--- src/rtl/instr_sequencer.sv ---
// Instruction sequencer: fetches instructions from instruction memory and issues each one
// to the decoder, stalling on decoder back-pressure and on in-flight matrix-vector multiplies.
module instr_sequencer #(
   parameter int unsigned INSTR_WIDTH  = 28,
   parameter int unsigned OPCODE_WIDTH = 4,
   parameter int unsigned IMEM_AWIDTH  = 8,
   parameter int unsigned CNT_WIDTH    = 16
) (
   input  logic                   clk_i,
   input  logic                   rst_ni,
   input  logic                   start_i,
   input  logic [IMEM_AWIDTH-1:0] start_pc_i,
   input  logic                   abort_i,
   output logic                   imem_rd_en_o,
   output logic [IMEM_AWIDTH-1:0] imem_addr_o,
   input  logic [INSTR_WIDTH-1:0] imem_rdata_i,
   output logic [INSTR_WIDTH-1:0] instr_out_o,
   output logic                   instr_valid_o,
   input  logic                   dec_stall_i,
   input  logic                   mvm_done_i,
   output logic                   busy_o,
   output logic                   done_o,
   output logic                   err_o,
   output logic [CNT_WIDTH-1:0]   issued_cnt_o
);

   typedef enum logic [2:0] {
      StIdle,
      StFetch,
      StWaitMem,
      StIssue,
      StWaitMvm,
      StFinish
   } state_e;

   localparam logic [OPCODE_WIDTH-1:0] OpMvMul      = OPCODE_WIDTH'(4);
   localparam logic [OPCODE_WIDTH-1:0] OpEndChain   = OPCODE_WIDTH'(12);
   localparam logic [OPCODE_WIDTH-1:0] OpIllegalMin = OPCODE_WIDTH'(13);

   state_e                 state_q, state_d;
   logic [IMEM_AWIDTH-1:0] pc_q, pc_d;
   logic [INSTR_WIDTH-1:0] instr_q, instr_d;
   logic [CNT_WIDTH-1:0]   cnt_q, cnt_d;
   logic                   err_q, err_d;

   logic [OPCODE_WIDTH-1:0] opcode;
   logic                    pc_at_max;
   logic [CNT_WIDTH-1:0]    cnt_inc;

   assign opcode    = instr_q[INSTR_WIDTH-1 -: OPCODE_WIDTH];
   assign pc_at_max = &pc_q;
   assign cnt_inc   = (&cnt_q) ? cnt_q : cnt_q + CNT_WIDTH'(1);

   always_comb begin
      state_d = state_q;
      pc_d    = pc_q;
      instr_d = instr_q;
      cnt_d   = cnt_q;
      err_d   = err_q;
      if (abort_i && (state_q != StIdle)) begin
         // Abort returns the datapath to its reset view; count and error are kept.
         state_d = StIdle;
         pc_d    = '0;
         instr_d = '0;
      end else begin
         unique case (state_q)
            StIdle: begin
               if (start_i) begin
                  pc_d    = start_pc_i;
                  cnt_d   = '0;
                  err_d   = 1'b0;
                  state_d = StFetch;
               end
            end
            StFetch:   state_d = StWaitMem;
            StWaitMem: begin
               instr_d = imem_rdata_i;
               state_d = StIssue;
            end
            StIssue: begin
               if (!dec_stall_i) begin
                  cnt_d = cnt_inc;
                  if (opcode == OpEndChain) begin
                     state_d = StFinish;
                  end else if (opcode == OpMvMul) begin
                     state_d = StWaitMvm;
                  end else if (opcode >= OpIllegalMin) begin
                     err_d   = 1'b1;
                     state_d = StFinish;
                  end else if (pc_at_max) begin
                     err_d   = 1'b1;
                     state_d = StFinish;
                  end else begin
                     pc_d    = pc_q + IMEM_AWIDTH'(1);
                     state_d = StFetch;
                  end
               end
            end
            StWaitMvm: begin
               if (mvm_done_i) begin
                  if (pc_at_max) begin
                     err_d   = 1'b1;
                     state_d = StFinish;
                  end else begin
                     pc_d    = pc_q + IMEM_AWIDTH'(1);
                     state_d = StFetch;
                  end
               end
            end
            StFinish: state_d = StIdle;
            default:  state_d = StIdle;
         endcase
      end
   end

   always_ff @(posedge clk_i or negedge rst_ni) begin
      if (!rst_ni) begin
         state_q <= StIdle;
         pc_q    <= '0;
         instr_q <= '0;
         cnt_q   <= '0;
         err_q   <= 1'b0;
      end else begin
         state_q <= state_d;
         pc_q    <= pc_d;
         instr_q <= instr_d;
         cnt_q   <= cnt_d;
         err_q   <= err_d;
      end
   end

   assign imem_rd_en_o  = (state_q == StFetch);
   assign imem_addr_o   = pc_q;
   assign instr_out_o   = instr_q;
   assign instr_valid_o = (state_q == StIssue);
   assign busy_o        = (state_q != StIdle);
   assign done_o        = (state_q == StFinish);
   assign err_o         = err_q;
   assign issued_cnt_o  = cnt_q;

endmodule

--- config.mk ---
export PLATFORM = sky130hd
export DESIGN_NAME = instr_sequencer
export DESIGN_NICKNAME = d
export VERILOG_FILES = /design/src/rtl/instr_sequencer.sv
export SDC_FILE = /design/constraint.sdc
export NUM_CORES = 1
export LEC_CHECK = 0
export BUFFER_PORTS_ARGS = -buffer_cell sky130_fd_sc_hd__buf_2
export CAP_MARGIN = 30
export CORE_UTILIZATION = 40
export CTS_CLUSTER_SIZE = 10
export DETAILED_ROUTE_END_ITERATION = 8
export GPL_ROUTABILITY_DRIVEN = 1
export PLACE_DENSITY = 0.65
export RECOVER_POWER = 50
export SLEW_MARGIN = 20
export SYNTH_ARGS = -nofsm -noshare
export SYNTH_HDL_FRONTEND = slang
export SYNTH_SLANG_ARGS = --single-unit
--- constraint.sdc ---
create_clock -name clk_i -period 2.7 [get_ports clk_i]
set_input_delay 0.135 -clock clk_i [delete_from_list [all_inputs] [get_ports clk_i]]
set_output_delay 0.135 -clock clk_i [all_outputs]
set_load 0.02 [all_outputs]
==> results by group <==
Floorplan
  • I/O pin count: 99
  • Die area: 0.007992 mm²
  • Core Footprint: 0.007331 mm²
  • Initial core utilization: 0.4168
  • Rows: 31
  • Die Ht: 89.40 µm
  • Die W: 89.40 µm

Worst setup path
  • Crit path largest cell delay: 700 ps
  • Crit-path slowest cell: or4b_4
  • CP Launch Type: flop
  • Crit path max fanout: 14
  • R2R depth: 5
  • Stages on the worst setup path: 5
  • Data arrival, critical path: 2680 ps
  • Buf/Inv on CP: 1
  • Worst EP required: 2930 ps
  • CP cell instances: or4b_4 -> o21a_1 -> a2111oi_4 -> inv_2 -> o211ai_1
  • Setup CP Type: reg2reg
  • Setup crit end kind: flop
  • Delay-heaviest family, CP: compound AO/OA/AOI/OAI gates

Synth
  • Synth Register Bits: 56
  • Mux contribution to synthesized area: 0.03071
  • Asr flop ratio synth: 1.000
  • Synthesized instance count: 345
  • Yosys warnings: 0
  • Seq/Total Area, Yosys: 0.4586
  • Distinct cell type count after synthesis: 57
  • Syn Area/Cell: 8.856 µm²
  • Post-synth EDFFs: 0
  • Post-Syn Area: 0.003055 mm²
  • Post-Synth XOR/XNOR Area: 0
  • Post-Syn Nets: 389
  • Largest family of logic cells by synthesized area: simple AND/OR/NAND/NOR gates
  • Main synth FF type: dfrtp_1
  • Synth Area in Compound Gates: 0.1916
  • Post-synthesis simple-gate area fraction: 0.2707
  • Synth Area in Adders: 0.008190

GRT
  • Total track usage: 0.2047
  • Global-route wire length before repair: 12510 µm
  • Initial antenna violation count: 0
  • Vias in the first global route: 2641
  • Grt total ovfl: 0
  • Largest net degree at the start of global routing: 30

Route
  • Final WL: 7831 µm
  • Mean routed wirelength per cell: 14.50 µm
  • TritonRoute pass-1 iters: 4
  • Drt drc: 0
  • Iter 0 DRT Violations: 210
  • DR vias: 2906
  • DR vias/cell: 5.381
  • ANT nets after route: 0

Clocking
  • Worst-path clk slew: 100 ps
  • Post_cts resized: 0
  • Clock insertion delay at the later pin of the skew report: 310 ps
  • Bufs on Longest Clock Path: 2
  • Setup Buffers After CTS: 0
  • Hold Buf Count CTS: 1
  • Clock tree root driver cell: clkbuf_8
  • CTS sink count: 56
  • CTS Buf Count: 5
  • CTS tree: yes
  • H-tree lvl count: 2

Run status
  • Outcome: finished with violations
  • Failing checks: capacitance limit, slew limit

Timing
  • Endpoints failing setup: 0
  • Minimum clock period after layout: 2441 ps
  • Period Utilization, post-route: 0.9043
  • Pins Over Slew Limit: 30
  • Fin. Hold Viols: 0
  • Clock Skews: 8.638 ps
  • Setup TNS: 0 ps
  • RSZ-0062 raised after global routing: no
  • Fmax: 0.4096 GHz
  • Worst slew pin tran: 1646 ps
  • Max_slew headroom: -0.09745

Power and ir drop
  • Sw Share: 0.4509
  • Sequential power share: 0.378
  • Pwr Density: 975.4 mW/mm²
  • Max IR drop VDD: 0.5256 mV
  • Internal cell power: 1.986 mW
  • Switching pwr: 1.630 mW
  • Pleak: 1.566 nW
  • Part of the power in combinational logic: 0.445
  • Power share of the clock group: 0.176

Place
  • Placer Congestion: 0.7977
  • I/O Buffers: 98
  • HPWL after DPL: 5597 µm
  • Post-DP Area: 0.003641 mm²

Final layout
  • Area growth, synth to finish: 21.34%
  • Ant. Diodes: 0
  • Share of layout cells above drive strength 1: 0.1769
  • Nets: 485
  • Finished Cell Area: 0.003707 mm²
  • Utilization after layout: 0.5057

Run
  • Max cap viols: 1

Worst hold path
  • Worst Hold Class: in2reg
  • Hold path depth: 3
[state kept, by name (all words and copies together), names as in the netlist]
name          flops
instr_out_o      28
issued_cnt_o     16
imem_addr_o       8
state_q           3
err_o             1
[cell usage after synthesis, drive strengths merged, types with 4 or more instances]
cell type	count	area share
o31ai	7	0.017
mux2i	6	0.020
dfrtp	56	0.46
or4	6	0.015
nand2	78	0.097
nor3b	5	0.012
or2	5	0.012
nand2b	5	0.010
nor2	14	0.017
nand4	10	0.025
a21oi	38	0.062
nor3	9	0.015
o21ai	18	0.032
buf	6	0.014
nand3	10	0.016
o211ai	4	0.0098
clkbuf	12	0.015
inv	9	0.011
and2	5	0.010
[power groups by stage]
stage | clock network [mW] | registers (mW) | logic, mW
floorplan | 0 | 1.65 | 0.869
global placement | 0 | 1.36 | 1.68
detailed placement | 0 | 1.37 | 1.70
CTS | 0.657 | 1.36 | 1.70
global route | 0.676 | 1.41 | 1.79
finish | 0.637 | 1.37 | 1.61
[cells by family (layout without fill, tap and decap cells)]
family | count (synthesis) | after routing
AO/OA/AOI/OAI | 88 | 88
adder cells (fa/ha/maj) | 2 | 2
flip-flops | 56 | 56
buffers and inverters | 27 | 123
multiplexers | 9 | 9
AND/OR/NAND/NOR | 163 | 163
[per-layer routing]
metal | part of all wire | vias to the layer above | global-route usage | wire [µm]
met5 | 0 | - | 0 | 0
met2 | 0.48 | 111 | 0.3428 | 3722
met4 | 0.011 | 0 | 0.05483 | 90
met1 | 0.45 | 1367 | 0.2661 | 3502
met3 | 0.066 | 7 | 0.04801 | 515
li1 | - | 1421 | - | -
[layout make-up]
cell class / count / area, µm²
multi-input cells: 262 / 1531
flip-flops and latches: 56 / 1401
fillers: 744 / 3623
repair buffers: 107 / 488.0
clock buffers: 5 / 68.82
clock inverters: 2 / 60.06
inverters: 9 / 33.78
well taps: 99 / 123.9
[placed cells by master, fill, tap and decap left out, drive strengths merged, types with 3 or more instances in the layout]
master / Yosys / final
o31ai: 7 / 7
nor3: 9 / 9
nand3: 10 / 10
nand2b: 5 / 5
nor4: 3 / 3
mux2: 3 / 3
a21oi: 38 / 38
nand2: 78 / 78
mux2i: 6 / 6
o211ai: 4 / 4
buf: 6 / 50
o21a: 3 / 3
nand3b: 3 / 3
nor2: 14 / 14
and2: 5 / 5
or4: 6 / 6
clkbuf: 12 / 61
nor3b: 5 / 5
o21ai: 18 / 18
nand4: 10 / 10
dfrtp: 56 / 56
inv: 9 / 9
or2: 5 / 5
[per-stage QoR]
step	total power, mW	setup WS [ps]	std cells	hold WS (ps)
after floorplan	2.516	736.3	345	-160.6
after global placement	3.040	345.7	532	212.3
after detailed placement	3.067	291.0	532	215.0
after CTS	3.715	284.0	540	33.41
after global routing	3.879	137.2	540	33.44
final	3.616	258.5	540	38.66
[final timing paths]
kind                                   end  slack, ps             from
max                         imem_addr_o[2]        260       state_q[1]
min                         instr_out_o[5]         40  imem_rdata_i[5]
max reg2reg                 imem_addr_o[2]        260       state_q[1]
min reg2reg                          err_o        520            err_o
max in group asynchronous  instr_out_o[17]        790           rst_ni
min in group asynchronous   imem_addr_o[3]        760           rst_ni
[worst reg2reg max path, stage by stage, from the launching register on]
cell and delay [ps]:
dfrtp_1 550, or4b_4 700, o21a_1 190, a2111oi_4 560
inv_2 160, o211ai_1 200
(Power assumes the default switching activity.)
